$ cat src/rtl/mem_req_arbiter.sv
// Serialises OTTER fetch and load/store requests onto the memory_wrapper bus.
// Optional round-robin fetch/data arbitration is enabled with `define MEM_ARB_RR_EN.
module mem_req_arbiter #(
  parameter int unsigned TIMEOUT_CYCLES = 4096,
  parameter int unsigned CNT_W          = 13
) (
  input  logic        MEM_CLK,
  input  logic        rst,
  input  logic        if_req,
  input  logic [31:0] if_addr,
  output logic        if_resp,
  output logic [31:0] if_rdata,
  input  logic        d_rd,
  input  logic        d_wr,
  input  logic [31:0] d_addr,
  input  logic [31:0] d_wdata,
  input  logic [3:0]  d_strobe,
  output logic        d_resp,
  output logic [31:0] d_rdata,
  output logic [31:0] MEM_ADDR1,
  output logic        MEM_READ1,
  output logic [31:0] MEM_ADDR2,
  output logic [31:0] MEM_DIN2,
  output logic        MEM_READ2,
  output logic        MEM_WRITE2,
  output logic [3:0]  strobe,
  input  logic [31:0] MEM_DOUT1,
  input  logic [31:0] MEM_DOUT2,
  input  logic        mem_valid1,
  input  logic        mem_valid2,
  output logic [1:0]  err
);

  typedef enum logic [2:0] {
    StIdle, StIfBusy, StDrdBusy, StDwrBusy, StIfDone, StDDone
  } state_e;

  state_e            state_q, state_d;
  logic [CNT_W-1:0]  cnt_q, cnt_d;
  logic [31:0]       addr_q, addr_d, wdata_q, wdata_d;
  logic [3:0]        strb_q, strb_d;
  logic              load_q, load_d;  // DONE state must capture read data
  logic [1:0]        err_q, err_d;
  logic              if_resp_q, d_resp_q;
  logic [31:0]       if_rdata_q, d_rdata_q;
  logic              pick_data;
  logic              port_valid;

`ifdef MEM_ARB_RR_EN
  logic              last_q, last_d;  // 1: data port granted last

  assign pick_data = (d_rd | d_wr) & (~if_req | ~last_q);
`else
  assign pick_data = d_rd | d_wr;
`endif

  assign port_valid = (state_q == StIfBusy) ? mem_valid1 : mem_valid2;

  always_comb begin
    state_d = state_q;
    cnt_d   = cnt_q;
    addr_d  = addr_q;
    wdata_d = wdata_q;
    strb_d  = strb_q;
    load_d  = load_q;
    err_d   = err_q;
`ifdef MEM_ARB_RR_EN
    last_d  = last_q;
`endif
    unique case (state_q)
      StIdle: begin
        cnt_d = '0;
        if (d_rd && d_wr) err_d[0] = 1'b1;
        if (pick_data) begin
          state_d = d_wr ? StDwrBusy : StDrdBusy;
          addr_d  = d_addr;
          wdata_d = d_wdata;
          strb_d  = d_strobe;
`ifdef MEM_ARB_RR_EN
          last_d  = 1'b1;
`endif
        end else if (if_req) begin
          state_d = StIfBusy;
          addr_d  = if_addr;
          wdata_d = '0;
          strb_d  = '0;
`ifdef MEM_ARB_RR_EN
          last_d  = 1'b0;
`endif
        end
      end
      StIfBusy, StDrdBusy, StDwrBusy: begin
        cnt_d = cnt_q + 1'b1;
        // A valid arriving on the expiry cycle still completes the access normally.
        if (port_valid) begin
          state_d = (state_q == StIfBusy) ? StIfDone : StDDone;
          load_d  = (state_q != StDwrBusy);
        end else if (cnt_d == CNT_W'(TIMEOUT_CYCLES)) begin
          state_d  = (state_q == StIfBusy) ? StIfDone : StDDone;
          load_d   = 1'b0;
          err_d[1] = 1'b1;
        end
      end
      StIfDone, StDDone: state_d = StIdle;
      default:           state_d = StIdle;
    endcase
  end

  always_ff @(posedge MEM_CLK) begin
    if (rst) begin
      state_q    <= StIdle;
      cnt_q      <= '0;
      addr_q     <= '0;
      wdata_q    <= '0;
      strb_q     <= '0;
      load_q     <= 1'b0;
      err_q      <= '0;
      if_resp_q  <= 1'b0;
      d_resp_q   <= 1'b0;
      if_rdata_q <= '0;
      d_rdata_q  <= '0;
`ifdef MEM_ARB_RR_EN
      last_q     <= 1'b0;
`endif
    end else begin
      state_q   <= state_d;
      cnt_q     <= cnt_d;
      addr_q    <= addr_d;
      wdata_q   <= wdata_d;
      strb_q    <= strb_d;
      load_q    <= load_d;
      err_q     <= err_d;
      if_resp_q <= (state_q == StIfDone);
      d_resp_q  <= (state_q == StDDone);
      if (state_q == StIfDone && load_q) if_rdata_q <= MEM_DOUT1;
      if (state_q == StDDone && load_q)  d_rdata_q  <= MEM_DOUT2;
`ifdef MEM_ARB_RR_EN
      last_q    <= last_d;
`endif
    end
  end

  assign MEM_READ1  = (state_q == StIfBusy);
  assign MEM_READ2  = (state_q == StDrdBusy);
  assign MEM_WRITE2 = (state_q == StDwrBusy);
  assign MEM_ADDR1  = MEM_READ1 ? addr_q : '0;
  assign MEM_ADDR2  = (MEM_READ2 | MEM_WRITE2) ? addr_q : '0;
  assign MEM_DIN2   = MEM_WRITE2 ? wdata_q : '0;
  assign strobe     = (MEM_READ2 | MEM_WRITE2) ? strb_q : '0;
  assign if_resp    = if_resp_q;
  assign d_resp     = d_resp_q;
  assign if_rdata   = if_rdata_q;
  assign d_rdata    = d_rdata_q;
  assign err        = err_q;

endmodule

$ cat config.mk
export PLATFORM = sky130hd
export DESIGN_NAME = mem_req_arbiter
export DESIGN_NICKNAME = d
export VERILOG_FILES = /design/src/rtl/mem_req_arbiter.sv
export SDC_FILE = /design/constraint.sdc
export NUM_CORES = 1
export LEC_CHECK = 0
export CAP_MARGIN = 20
export CORE_MARGIN = 5
export CORE_UTILIZATION = 37
export CTS_CLUSTER_SIZE = 40
export DETAILED_ROUTE_END_ITERATION = 16
export GPL_ROUTABILITY_DRIVEN = 0
export GPL_TIMING_DRIVEN = 0
export HOLD_SLACK_MARGIN = 0.1
export PLACE_DENSITY_LB_ADDON = 0.15
export SLEW_MARGIN = 20
export SYNTH_ARGS = -nofsm -noshare
export SYNTH_HDL_FRONTEND = slang
export SYNTH_SLANG_ARGS = --single-unit
$ cat constraint.sdc
create_clock -name MEM_CLK -period 2.23 [get_ports MEM_CLK]
set_clock_uncertainty 0.15 [all_clocks]
set_input_delay 0.669 -clock MEM_CLK [delete_from_list [all_inputs] [get_ports MEM_CLK]]
set_output_delay 0.669 -clock MEM_CLK [all_outputs]
set_load 0.02 [all_outputs]
==> run summary, run 1 <==
Critical Path Max Stage Delay -> 0.34 ns
Max-slew violation count -> 0
Number of flops mapped to enable cells by yosys -> 0
Count leader, synth -> nand2_1
TritonCTS Sinks -> 153
Dominant cells by area after synthesis -> dfxtp_1 (45%), nand2_1 (9.4%), and2_1 (6.6%), a21oi_1 (6.1%), nor2_1 (5.0%)
Fillers -> 1502
Pin count of the biggest net entering global routing -> 17
Vias/cell -> 5.12
CP startpoint kind -> flop
Synthesized flop and latch total -> 153
Clock latency on the worst-skew pair -> 0.42 ns
Psw -> 0.00251 W
CP arrival -> 1.71 ns
All-Layer GR Usage -> 24.9%
Violations in the final reports -> negative setup slack
Max clock buf depth -> 2
Slowest stage cell, crit path -> dfxtp_2
Multi-input logic area -> 3660 sq um
Reg2reg setup slack -> -0.01 ns
DRT iter0 DRCs -> 333
Internal power -> 0.00567 W
Overall Power -> 0.00818 W
Leading area contributor after synthesis -> dfxtp_1
Combinational share of power -> 27.1%
TritonCTS Buffers -> 17
Req. time, crit path -> 1.41 ns
Status -> finished, violations left
Leakage -> 5.12 nW
Final setup fails -> 105
Ant diodes -> 0
Crit Path Max Fanout -> 5
Worst Path Buf+Inv -> 4
Vias -> 7649
Cell Area, Synth -> 6780 sq um
Number of global-route vias before repair -> 7581
Unique masters post-synth -> 50
Synthesized net count -> 1036
Total congestion overflow -> 0
Final hold vios -> 0
Reg2Reg Depth -> 8
Register share of total power -> 38.1%
Family with the most delay on the worst path -> buffers and inverters
Die height -> 145 microns
Register area -> 3090 sq um
Tcrit/Tclk final -> 113%
Synthesized area per cell -> 7.85 sq um
Final ANT Viol Nets -> 0
Post-route insts no fill -> 1494
Worst-path clk slew -> 0.06 ns
Main synth FF type -> dfxtp_1
Pwr dens -> 680 nW/um^2
Buffers on Ports -> 338
CP Class -> flop to output pin
Max_slew headroom -> 59.9%
Fin crit period -> 2.53 ns
Layout area overhead -> 77.5%
Die area -> 21100 sq um
Die Span X -> 145 microns
CTS tree -> built
Proportion of layout cells with a drive suffix above 1 -> 24.9%
Clock H-tree levels -> 4
Clock root buffer -> clkbuf_16
WP depth -> 6
Core ar. -> 18000 sq um
Share of the synthesized area in the top cell type -> 45.2%
Hold Crit Depth -> 2
Cells after Synth -> 863
Worst-Margin Slew -> 0.602 ns
Post-route DRC -> 0
Clk pwr share -> 34.8%
Yosys warns -> 0
Initial antenna violation count -> 0
Commonest cells post-synth -> nand2_1 (169), dfxtp_1 (153), nor2_1 (90), a21oi_1 (82), clkbuf_1 (74)
# hold bufs at CTS -> 0
Nets -> 1425
# rows -> 49
RSZ-0062 raised after global routing -> true
Highest clock rate -> 396 MHz
Register area share after synthesis -> 45.2%
Routed wire length -> 27400 microns
Max-Cap Viols -> 0
Crit-path cells -> buf_6 > nor2b_4 > clkbuf_8 > clkbuf_8 > and3_4 > buf_6
Sw Ratio -> 30.7%
Post-DP Area -> 10500 sq um
# IOs -> 342
Worst hold path class -> flop to flop
VDD IR-drop max -> 0.000629 V
Initial core utilization -> 37.6%
First-pass GRT wire length -> 42600 microns
Drt pass-1 iters -> 5
Setup crit end kind -> output pin
WL/cell -> 18.3 microns
Async SR Flop Fraction -> 0%
Dpl hpwl -> 19800 microns
Placed Cells -> 1430
Design Area, Final -> 12000 sq um
Fin worst setup slack -> -0.296 ns
[metal layers]
layer	vias to the layer above	global-route usage (%)	wire (microns)
met2	304	42.7	13700
li1	3737	-	-
met3	42	8.50	2310
met1	3566	28.8	10800
met5	-	0	0
met4	0	9.24	652
[per-stage QoR]
step / util, % / worst slack, ns / hold slack (ns) / setup TNS [ns]
floorplan: - / -0.0148 / 0.307 / -0.421
global placement: 58.1 / -1.07 / 0.285 / -130.22
detailed placement: 58.1 / -1.07 / 0.296 / -119.26
CTS: 65.5 / -0.310 / 0.305 / -33.72
global route: 66.7 / -0.358 / 0.317 / -31.81
finish: 66.7 / -0.296 / 0.301 / -25.38
[area by class of cell]
class	instances	share of cell area, %
repair buffers	378	32.4
multi-input cells	623	30.5
inverters	3	0.0936
clock buffers	18	3.65
well taps	229	2.38
clock inverters	14	1.14
plain buffers	76	4.19
flip-flops and latches	153	25.7
[cells by family (layout without fill, tap and decap cells)]
kind of cell               Yosys count  count (layout)  synth area share (%)
adders and majority gates            2               2                 0.369
AOI/OAI and AO/OA                  210             210                  19.4
and+or+nand+nor                    405             405                  28.5
DFF                                153             153                  45.2
muxes                                2               2                 0.295
buffers and inverters               87             489                  5.78
xor gates and xnor gates             4               4                 0.517
[flip-flops by register name, summed over array words and instances, names as in the netlist]
signal / flops
wdata_q: 32
d_resp: 1
if_resp: 1
strb_q: 4
if_rdata: 32
d_rdata: 32
cnt_q: 13
state_q: 3
load_q: 1
addr_q: 32
err: 2
[worst reg2reg max path: cells and delay by family, from the launching register on]
family,cells,cell delay (ns)
compound gates,3,0.48
xor+xnor,1,0.17
buf+inv,2,0.27
flops,1,0.31
simple gates,2,0.79
[cell usage in the layout, fill, tap and decap left out, types with 3 or more instances in the layout]
master,count
clkdlybuf4s50_1,203
nand2_1,169
dfxtp_1,142
buf_6,100
nor2_1,89
a21oi_1,81
and2_4,54
clkbuf_1,44
o21ai_0,44
a22oi_1,37
buf_4,37
a311oi_1,32
dlymetal6s2s_1,22
and3_4,21
clkbuf_16,20
and2_1,18
clkbuf_8,15
and3_1,14
clkbuf_2,11
dlygate4sd2_1,10
dfxtp_4,6
buf_8,5
nor3_1,5
a31oi_1,5
dfxtp_2,5
or3_1,4
nand3_1,4
clkbuf_4,3
nor2b_1,3
xnor2_1,3
inv_1,3
nand3b_1,3
clkinv_4,3
inv_6,3
clkinvlp_4,3
[worst paths after layout]
| path | from | endpoint |
|---|---|---|
| setup / recovery | state_q[2] | MEM_DIN2[5] |
| hold / removal | if_rdata[3] | if_rdata[3] |
| setup reg to reg | cnt_q[6] | err[1] |
| hold reg to reg | if_rdata[3] | if_rdata[3] |
[power groups by stage]
stage	Sequential (W)	Combinational (W)	Clock, W
6_report	0.00312	0.00222	0.00284
5_1_grt	0.00315	0.00239	0.00300
4_1_cts	0.00312	0.00217	0.00290
3_5_place_dp	0.00315	0.00178	0
3_3_place_gp	0.00315	0.00177	0
2_1_floorplan	0.00312	0.000952	0
[timing repair]
| action | 4_1_cts | 5_1_grt |
|---|---|---|
| resized for setup | 776 | 55 |
| pin swaps | 45 | 9 |
| cloned | 10 | 0 |
| setup buffers | 19 | 12 |
| setup endpoints to repair | 209 | 229 |
Power figures use the tool's default switching activity.
==> run 2, diff against run 1 <==
--- a/config.mk
+++ b/config.mk
@@ -14,6 +14,7 @@
 export GPL_TIMING_DRIVEN = 0
 export HOLD_SLACK_MARGIN = 0.1
 export PLACE_DENSITY_LB_ADDON = 0.15
+export SKIP_LAST_GASP = 1
 export SLEW_MARGIN = 20
 export SYNTH_ARGS = -nofsm -noshare
 export SYNTH_HDL_FRONTEND = slang
==> run 2 against run 1 <==
  * The flow still finishes with violations (negative setup slack)
  * Hold slack barely moved
  * Combinational power barely moved
  * Clock-buffer cell count did not move
  * Sequential power barely moved
  * Largest cell class unchanged
==> run summary, run 2 (synthesis gave the netlist of run 1 again) <==
Highest clock rate -> 391 MHz (-1.2%)
Pin count of the biggest net entering global routing -> 17 (unchanged)
All-Layer GR Usage -> 24.9% (about the same)
Proportion of layout cells with a drive suffix above 1 -> 24.6% (-0.34 points)
CP Class -> flop to output pin
Status -> finished, violations left
Post-DP Area -> 10500 sq um (unchanged)
RSZ-0062 raised after global routing -> true
Total congestion overflow -> 0 (unchanged)
Die Span X -> 145 microns (unchanged)
Final core occ -> 66.7% (unchanged)
Hold_sp -> if_rdata[3]
Family with the most delay on the worst path -> buffers and inverters
Max-Cap Viols -> 0 (unchanged)
Dpl hpwl -> 19800 microns (unchanged)
Max_slew headroom -> 49.3% (-11 points)
Placed Cells -> 1430 (unchanged)
Hold Crit Depth -> 2 (unchanged)
Fin worst setup slack -> -0.327 ns (-0.0311 ns)
Layout area overhead -> 77.5% (unchanged)
Leakage -> 5.12 nW (about the same)
Max-slew violation count -> 0 (unchanged)
Worst-Margin Slew -> 0.755 ns (+0.154 ns)
Worst hold path class -> flop to flop
Worst r2r dst -> addr_q[9]
WL/cell -> 18.4 microns (+0.33%)
TritonCTS Buffers -> 17 (unchanged)
Reg2reg setup slack -> -0.19 ns (-0.18 ns)
Crit-path cells -> buf_6 > nor3b_4 > buf_6 > buf_6 > clkbuf_8 > and2_4 > buf_6
Final ANT Viol Nets -> 0 (unchanged)
Number of global-route vias before repair -> 7578 (-0.040%)
Worst-path clk slew -> 0.06 ns (about the same)
Pwr dens -> 682 nW/um^2 (+0.23%)
Ant diodes -> 0 (unchanged)
First-pass GRT wire length -> 42600 microns (about the same)
CTS tree -> built
Reg2Reg Depth -> 7 (-1)
Overall Power -> 0.00820 W (+0.23%)
Max Used Layer -> met4
Initial core utilization -> 37.6% (unchanged)
TritonCTS Sinks -> 153 (unchanged)
DRT iter0 DRCs -> 326 (-2.1%)
Clock latency on the worst-skew pair -> 0.43 ns (about the same)
Design Area, Final -> 12000 sq um (unchanged)
Req. time, crit path -> 1.41 ns (about the same)
Wire length on met3 -> 2340 microns (+1.1%)
Initial antenna violation count -> 0 (unchanged)
Die height -> 145 microns (unchanged)
Worst Path Buf+Inv -> 5 (+1)
Violations in the final reports -> negative setup slack
Crit Path Max Fanout -> 6 (+1)
Vias -> 7632 (-0.22%)
FF-to-FF Start -> state_q[2]
Final setup fails -> 157 (+50%)
Fin crit period -> 2.56 ns (+0.0311 ns)
Clock root buffer -> clkbuf_16
Post-route insts no fill -> 1495 (+0.067%)
Vias/cell -> 5.11 (-0.29%)
Nets -> 1426 (+0.070%)
Setup_tns -> -32.43 ns (-7.06 ns)
Core ar. -> 18000 sq um (unchanged)
Most frequent CP cell -> buf_6
Buffers on Ports -> 338 (unchanged)
Commonest non-fill, non-tap cell in the layout -> clkdlybuf4s50_1
WL met2 -> 13700 microns (-0.25%)
Max clock buf depth -> 2 (unchanged)
CP startpoint kind -> flop
Setup crit end kind -> output pin
Post-route DRC -> 0 (unchanged)
Fillers -> 1503 (+0.067%)
Slowest stage cell, crit path -> dfxtp_2
M1 WL -> 10800 microns (about the same)
CP arrival -> 1.74 ns (+0.03 ns)
Clock H-tree levels -> 4 (unchanged)
Worst Hold Endpoint -> if_rdata[3]
Critical Path Max Stage Delay -> 0.33 ns (about the same)
Final hold vios -> 0 (unchanged)
Highest-count cells in the layout ignoring fill and taps -> clkdlybuf4s50_1 (203), nand2_1 (169), dfxtp_1 (142)
Routed wire length -> 27500 microns (+0.39%)
Tcrit/Tclk final -> 115% (+1.4 points)
VDD IR-drop max -> 0.000646 V (+2.7%)
Drt pass-1 iters -> 5 (unchanged)
# IOs -> 342 (unchanged)
# rows -> 49 (unchanged)
Die area -> 21100 sq um (unchanged)
==> run 2: cell type report <==
type,count,area [sq um],area share (%)
Timing Repair Buffer,378,3900,32.4
Multi-Input combinational cell,623,3660,30.4
Sequential cell,153,3090,25.7
Buffer,77,504,4.19
Clock buffer,18,439,3.65
Tap cell,229,287,2.38
Clock inverter,14,138,1.14
Inverter,3,11.3,0.0936
==> run 2: power breakdown <==
part	total, W	switching [W]	internal (W)
clock network	0.00285	0.00126	0.00159
registers	0.00312	0.000165	0.00295
logic	0.00223	0.00110	0.00113
==> run 2: per-layer routing <==
metal / up-vias / global-route usage [%]
met3: 49 / 8.66
met5: - / 0
li1: 3735 / -
met1: 3544 / 28.6
met4: 0 / 9.24
met2: 304 / 42.8
==> run 2: stage by stage <==
stage	hold WS [ns]	setup WS, ns
floorplan	0.307	-0.0148
global placement	0.285	-1.07
detailed placement	0.296	-1.07
CTS	0.305	-0.310
global route	0.317	-0.369
finish	0.301	-0.327
==> run 2: timing repair <==
action / 4_1_cts / 5_1_grt
gates cloned: 10 / 0
setup endpoints to repair: 209 / 229
pin swaps: 39 / 10
resized for setup: 767 / 55
buffers inserted: 19 / 12
hold buffers: 0 / 0
==> run 2: how the worst max path moves through the flow <==
stage,startpoint,to,slack (ns),cells after the start
after floorplan,state_q[1],MEM_DIN2[30],-0.01,5
after detailed placement,state_q[1],strobe[2],-1.07,6
after global placement,state_q[1],strobe[2],-1.07,6
after CTS,state_q[0],MEM_ADDR1[19],-0.31,7
final,state_q[0],MEM_ADDR1[19],-0.33,7
after global routing,state_q[0],MEM_ADDR1[19],-0.37,7
==> run 2: worst min-delay path, cell delays in order (launching register included) <==
cell and delay [ns]:
dfxtp_1 0.30, nand2_1 0.05, a21oi_1 0.05
